File: src/rtl/pipelined_addsub.sv
// Pipelined adder/subtractor: WIDTH/STAGES-bit slices are carry-chained across
// STAGES registers, with a valid/ready handshake and carry/overflow/zero/negative flags.
module pipelined_addsub #(
  parameter int WIDTH  = 32,
  parameter int STAGES = 4
) (
  input  logic             clk,
  input  logic             rst_n,
  input  logic             flush,
  input  logic             in_valid,
  output logic             in_ready,
  input  logic [WIDTH-1:0] a,
  input  logic [WIDTH-1:0] b,
  input  logic             sub,
  output logic             out_valid,
  input  logic             out_ready,
  output logic [WIDTH-1:0] result,
  output logic             carry,
  output logic             overflow,
  output logic             zero,
  output logic             negative
);

  localparam int W    = WIDTH / STAGES;
  localparam int NOPS = (STAGES > 1) ? STAGES - 1 : 1;

  if (STAGES < 1 || (WIDTH % STAGES) != 0) begin : g_bad_params
    $error("pipelined_addsub: WIDTH must be a multiple of STAGES, STAGES >= 1");
  end

  // Per-stage registers. The operands only need to travel to the stages that
  // still have slices left to compute, so the last stage keeps none.
  logic [STAGES-1:0] vld;
  logic [WIDTH-1:0]  part   [STAGES];
  logic [STAGES-1:0] cy;
  logic [WIDTH-1:0]  op_a   [NOPS];
  logic [WIDTH-1:0]  op_b   [NOPS];
  logic [NOPS-1:0]   op_sub;
  logic              ovf_q;
  logic              zero_q;
  logic              neg_q;

  logic [WIDTH-1:0]  src_a  [STAGES];
  logic [WIDTH-1:0]  src_b  [STAGES];
  logic [WIDTH-1:0]  src_r  [STAGES];
  logic [STAGES-1:0] src_s;
  logic [STAGES-1:0] src_c;
  logic [WIDTH-1:0]  nxt_r  [STAGES];
  logic [STAGES-1:0] nxt_c;
  logic [W-1:0]      bx;
  logic [W:0]        slice_sum;
  logic              cmsb;
  logic              advance;

  assign out_valid = vld[STAGES-1];
  assign advance   = ~out_valid | out_ready;
  assign in_ready  = advance;

  always_comb begin
    bx        = '0;
    slice_sum = '0;
    src_a[0]  = a;
    src_b[0]  = b;
    src_r[0]  = '0;
    src_s[0]  = sub;
    src_c[0]  = sub;
    for (int unsigned k = 1; k < STAGES; k++) begin
      src_a[k] = op_a[k-1];
      src_b[k] = op_b[k-1];
      src_r[k] = part[k-1];
      src_s[k] = op_sub[k-1];
      src_c[k] = cy[k-1];
    end
    for (int unsigned k = 0; k < STAGES; k++) begin
      bx        = src_b[k][k*W +: W] ^ {W{src_s[k]}};
      slice_sum = {1'b0, src_a[k][k*W +: W]} + {1'b0, bx} + {{W{1'b0}}, src_c[k]};
      nxt_r[k]  = src_r[k];
      nxt_r[k][k*W +: W] = slice_sum[W-1:0];
      nxt_c[k]  = slice_sum[W];
    end
    // bx/slice_sum now hold the last stage; the MSB sum bit is a^b^cin,
    // so the carry into the MSB falls out of those three bits.
    cmsb = slice_sum[W-1] ^ src_a[STAGES-1][WIDTH-1] ^ bx[W-1];
  end

  always_ff @(posedge clk or negedge rst_n) begin
    if (!rst_n) begin
      vld    <= '0;
      cy     <= '0;
      op_sub <= '0;
      ovf_q  <= 1'b0;
      zero_q <= 1'b0;
      neg_q  <= 1'b0;
      for (int unsigned k = 0; k < STAGES; k++) begin
        part[k] <= '0;
      end
      for (int unsigned k = 0; k < NOPS; k++) begin
        op_a[k] <= '0;
        op_b[k] <= '0;
      end
    end else begin
      if (flush) begin
        vld <= '0;
      end else if (advance) begin
        vld[0] <= in_valid;
        for (int unsigned k = 1; k < STAGES; k++) begin
          vld[k] <= vld[k-1];
        end
      end
      if (advance) begin
        for (int unsigned k = 0; k < STAGES; k++) begin
          part[k] <= nxt_r[k];
          cy[k]   <= nxt_c[k];
        end
        for (int unsigned k = 0; k + 1 < STAGES; k++) begin
          op_a[k]   <= src_a[k];
          op_b[k]   <= src_b[k];
          op_sub[k] <= src_s[k];
        end
        ovf_q  <= nxt_c[STAGES-1] ^ cmsb;
        zero_q <= (nxt_r[STAGES-1] == '0);
        neg_q  <= nxt_r[STAGES-1][WIDTH-1];
      end
    end
  end

  assign result   = part[STAGES-1];
  assign carry    = cy[STAGES-1];
  assign overflow = ovf_q;
  assign zero     = zero_q;
  assign negative = neg_q;

endmodule

File: config.mk
export PLATFORM = sky130hd
export DESIGN_NAME = pipelined_addsub
export DESIGN_NICKNAME = d
export VERILOG_FILES = /design/src/rtl/pipelined_addsub.sv
export SDC_FILE = /design/constraint.sdc
export NUM_CORES = 1
export LEC_CHECK = 0
export CAP_MARGIN = 15
export CORE_ASPECT_RATIO = 0.9
export CORE_MARGIN = 4
export CORE_UTILIZATION = 50
export CTS_CLUSTER_SIZE = 14
export DETAILED_ROUTE_END_ITERATION = 12
export PLACE_DENSITY = 0.82
export SKIP_LAST_GASP = 1
export SLEW_MARGIN = 20
export SYNTH_ARGS = -nofsm -noshare
export SYNTH_HDL_FRONTEND = slang
export SYNTH_SLANG_ARGS = --single-unit
File: constraint.sdc
create_clock -name clk -period 3.08 [get_ports clk]
set_clock_uncertainty 0.2 [all_clocks]
set_input_delay 0.616 -clock clk [delete_from_list [all_inputs] [get_ports clk]]
set_output_delay 0.616 -clock clk [all_outputs]
set_load 0.005 [all_outputs]
==> impl_metrics.json <==
{
  "cts_max_path_buffers": 2,
  "report.final.slew_viol_count": 0,
  "synth_cell_types": 45,
  "violations": "negative hold slack",
  "path_class": "reg -> reg",
  "cpMostUsedCell": "xnor2_1",
  "die_area_mm2": 0.01939,
  "grt_max_degree": 197,
  "insertedDiodeCount": 0,
  "dr.first_iter.drc_count": 411,
  "crit_path_start": "op_sub[2]",
  "coreArea_mm2": 0.01689,
  "vias": 6343,
  "r2r-start": "op_sub[2]",
  "overflow": 0,
  "drive_gt1_share_pct": 5.629,
  "whs_ns": -0.003767,
  "end_kind": "flop",
  "detail-route-antenna-nets": 0,
  "numCtsBuffers": 17,
  "cp_max_fo": 4,
  "synth-main-ff-cell": "dfrtp_1",
  "synth_edf_count": 0,
  "async_flop_share_pct": 100.0,
  "vdd_drop_max_uv": 426.3,
  "cts_num_sinks": 189,
  "dpl.hpwl_mm": 11.59,
  "die_h_um": 132.5,
  "fin_nets": 1158,
  "cp.required_ns": 3.19,
  "max_stage_delay_ns": 0.42,
  "gp_congestion": 0.8214,
  "drtPass1Iterations": 4,
  "power_leakage_uw": 0.005172,
  "cts-root-buf": "clkbuf_16",
  "power_uw": 7120,
  "cp_cell_sequence": "xnor2_1 > fa_1 > inv_1 > fa_1 > a21oi_2 > o2111ai_2 > a21o_1 > a21oi_2 > xnor2_1 > xnor2_1 > mux2_4",
  "fmax_ghz": 0.3473,
  "cp.arrival_ns": 2.99,
  "synth-seq-cells": 189,
  "worst_pin_slew_ns": 0.7887,
  "yosysWarnings": 0,
  "die_w_um": 146.3,
  "antenna_found_initial": 0,
  "finalSetupViolations": 0,
  "viasPerCell": 4.967,
  "synth_area_mm2": 0.008610,
  "remaining_drc_errors": 0,
  "period_minus_slack_ns": 2.879,
  "synthToLayoutAreaGrowth_pct": 22.42,
  "power_density_mw_per_mm2": 675.5,
  "start_kind": "flop",
  "grtUsageTotal_pct": 18.03,
  "postCtsHoldBufs": 0,
  "std_cell_rows": 45,
  "boundaryPins": 108,
  "tritoncts": "yes",
  "synthCells": 961,
  "status": "finished with violations",
  "wl_mm": 16.86,
  "port_buffers": 107,
  "drt-wirelength-per-cell_um": 13.20,
  "min_path_type": "in -> async",
  "grt_first_pass_wirelength_mm": 28.84,
  "start_util_pct": 50.97,
  "rsz0062_at_grt": "false",
  "drv_cap": 0,
  "relSlewSlack_pct": 47.42,
  "grt_pass1_vias": 6093,
  "htree_levels": 4,
  "cpMaxStageDelayCell": "dfrtp_1",
  "fin_crit_sh_pct": 93.48,
  "clk_latency_ns": 0.42,
  "yosysSeqAreaShare_pct": 54.93,
  "syn_nets": 1066,
  "post-cts-setup-buffers": 0,
  "syn_area_per_cell_um2": 8.959,
  "clkTransAtPathRegs_ns": 0.07,
  "hold_viol": 6
}
[cell families (layout without fill, tap and decap cells)]
group                    count (synthesis)  after routing  synth area share [%]
AND/OR/NAND/NOR                        538            538                 24.59
flip-flops                             189            189                 54.93
AO/OA/AOI/OAI                           76             76                 5.653
buffers and inverters                   65            170                 3.023
XOR/XNOR                                55             55                 5.682
adder cells (fa/ha/maj)                 35             35                 5.697
multiplexers                             3              3                0.4214
[cells in the final DEF, fill, tap and decap left out, types with 3 or more instances in the layout]
master and instances:
nand4_1 3, buf_12 4, nor3_1 6, nor2b_1 3, clkdlybuf4s50_1 106, o21ai_0 16
clkbuf_16 17, xor2_1 40, o21bai_1 4, nand2b_1 4, nor2_1 29, inv_8 3
nor4_1 5, inv_1 17, xnor2_1 14, bufinv_16 3, nor4b_1 3, fa_1 7
clkinv_4 3, ha_1 28, dfrtp_1 188, buf_4 9, a21oi_1 30, a21o_1 5
clkinvlp_4 3, nand3_1 3, a21oi_2 3, nor3b_1 4, nand2_1 472
[per-layer routing]
metal / share of wire (%) / GRT usage (%)
met3: 3.6 / 4.521
met1: 48 / 25.47
met2: 48 / 28.36
met5: 0 / 0
met4: 0.92 / 4.441
[flip-flops by register name, summed over array words and instances, names as in the netlist]
| signal | count |
|---|---|
| nxt_r | 48 |
| op_a | 48 |
| op_b | 48 |
| result | 32 |
| cy | 4 |
| vld | 4 |
| op_sub | 3 |
| overflow | 1 |
| zero | 1 |
[report_power, final]
group	switching, uW	internal [uW]
Clock	970	1300
Combinational	704	854
Sequential	334	2960
[area by class of cell]
class	instances	area, um^2
tap	211	264.0
clock inverter	14	186.4
inverter	18	72.57
clock buffer	18	429.2
fill	1409	6351
sequential	189	4731
multi-input combinational	707	3635
timing repair buffer	120	1222
[metrics by stage]
step / utilization (%) / area (um^2) / setup TNS (ns) / instances / worst slack (ns)
2_1_floorplan: - / 8610 / 0 / 961 / 0.2000
3_3_place_gp: 58.70 / 9916 / -0.08093 / 1245 / -0.08093
3_5_place_dp: 58.70 / 9916 / -0.1370 / 1245 / -0.1219
4_1_cts: 62.35 / 10530 / 0 / 1277 / 0.08267
5_1_grt: 62.40 / 10540 / 0 / 1277 / 0.02520
6_report: 62.40 / 10540 / 0 / 1277 / 0.2007
[timing repair]
action                                  4_1_cts  5_1_grt
resized for setup                             0        3
endpoints found under the setup margin        0        3
endpoints found under the hold margin         0        0
[Yosys cell counts (3+ instances only)]
cell type,n,share of area (%)
a21o_1,5,0.44
a21oi_1,32,1.9
buf_1,6,0.26
buf_2,4,0.23
clkbuf_1,35,1.5
dfrtp_1,189,55
fa_1,7,1.6
ha_1,28,4.1
inv_1,17,0.74
nand2_1,472,21
nand2b_1,4,0.29
nand3_1,3,0.17
nand4_1,3,0.22
nor2_1,29,1.3
nor2b_1,4,0.29
nor3_1,6,0.35
nor3b_1,4,0.35
nor4_1,5,0.36
nor4b_1,3,0.31
o21ai_0,16,0.93
o21bai_1,4,0.35
xnor2_1,14,1.4
xor2_1,40,4.1
[critical path: cells and delay by family, from the launching register on]
family	cells	cell delay, ns
xor gates and xnor gates	3	0.44
buffers and inverters	1	0.06
adders and majority gates	2	0.64
DFF	1	0.42
AOI/OAI and AO/OA	4	0.74
muxes	1	0.26
[worst paths after layout]
path / end / slack [ns] / cells after the start
min in group clk: result[9] / 0.26 / 2
setup / recovery: overflow / 0.20 / 11
setup reg to reg: overflow / 0.20 / 11
max in group asynchronous: op_a[85] / 1.90 / 2
hold reg to reg: result[9] / 0.26 / 2
hold / removal: op_a[62] / -0.004 / 1
Note: power is estimated with default switching activity, not from simulation.
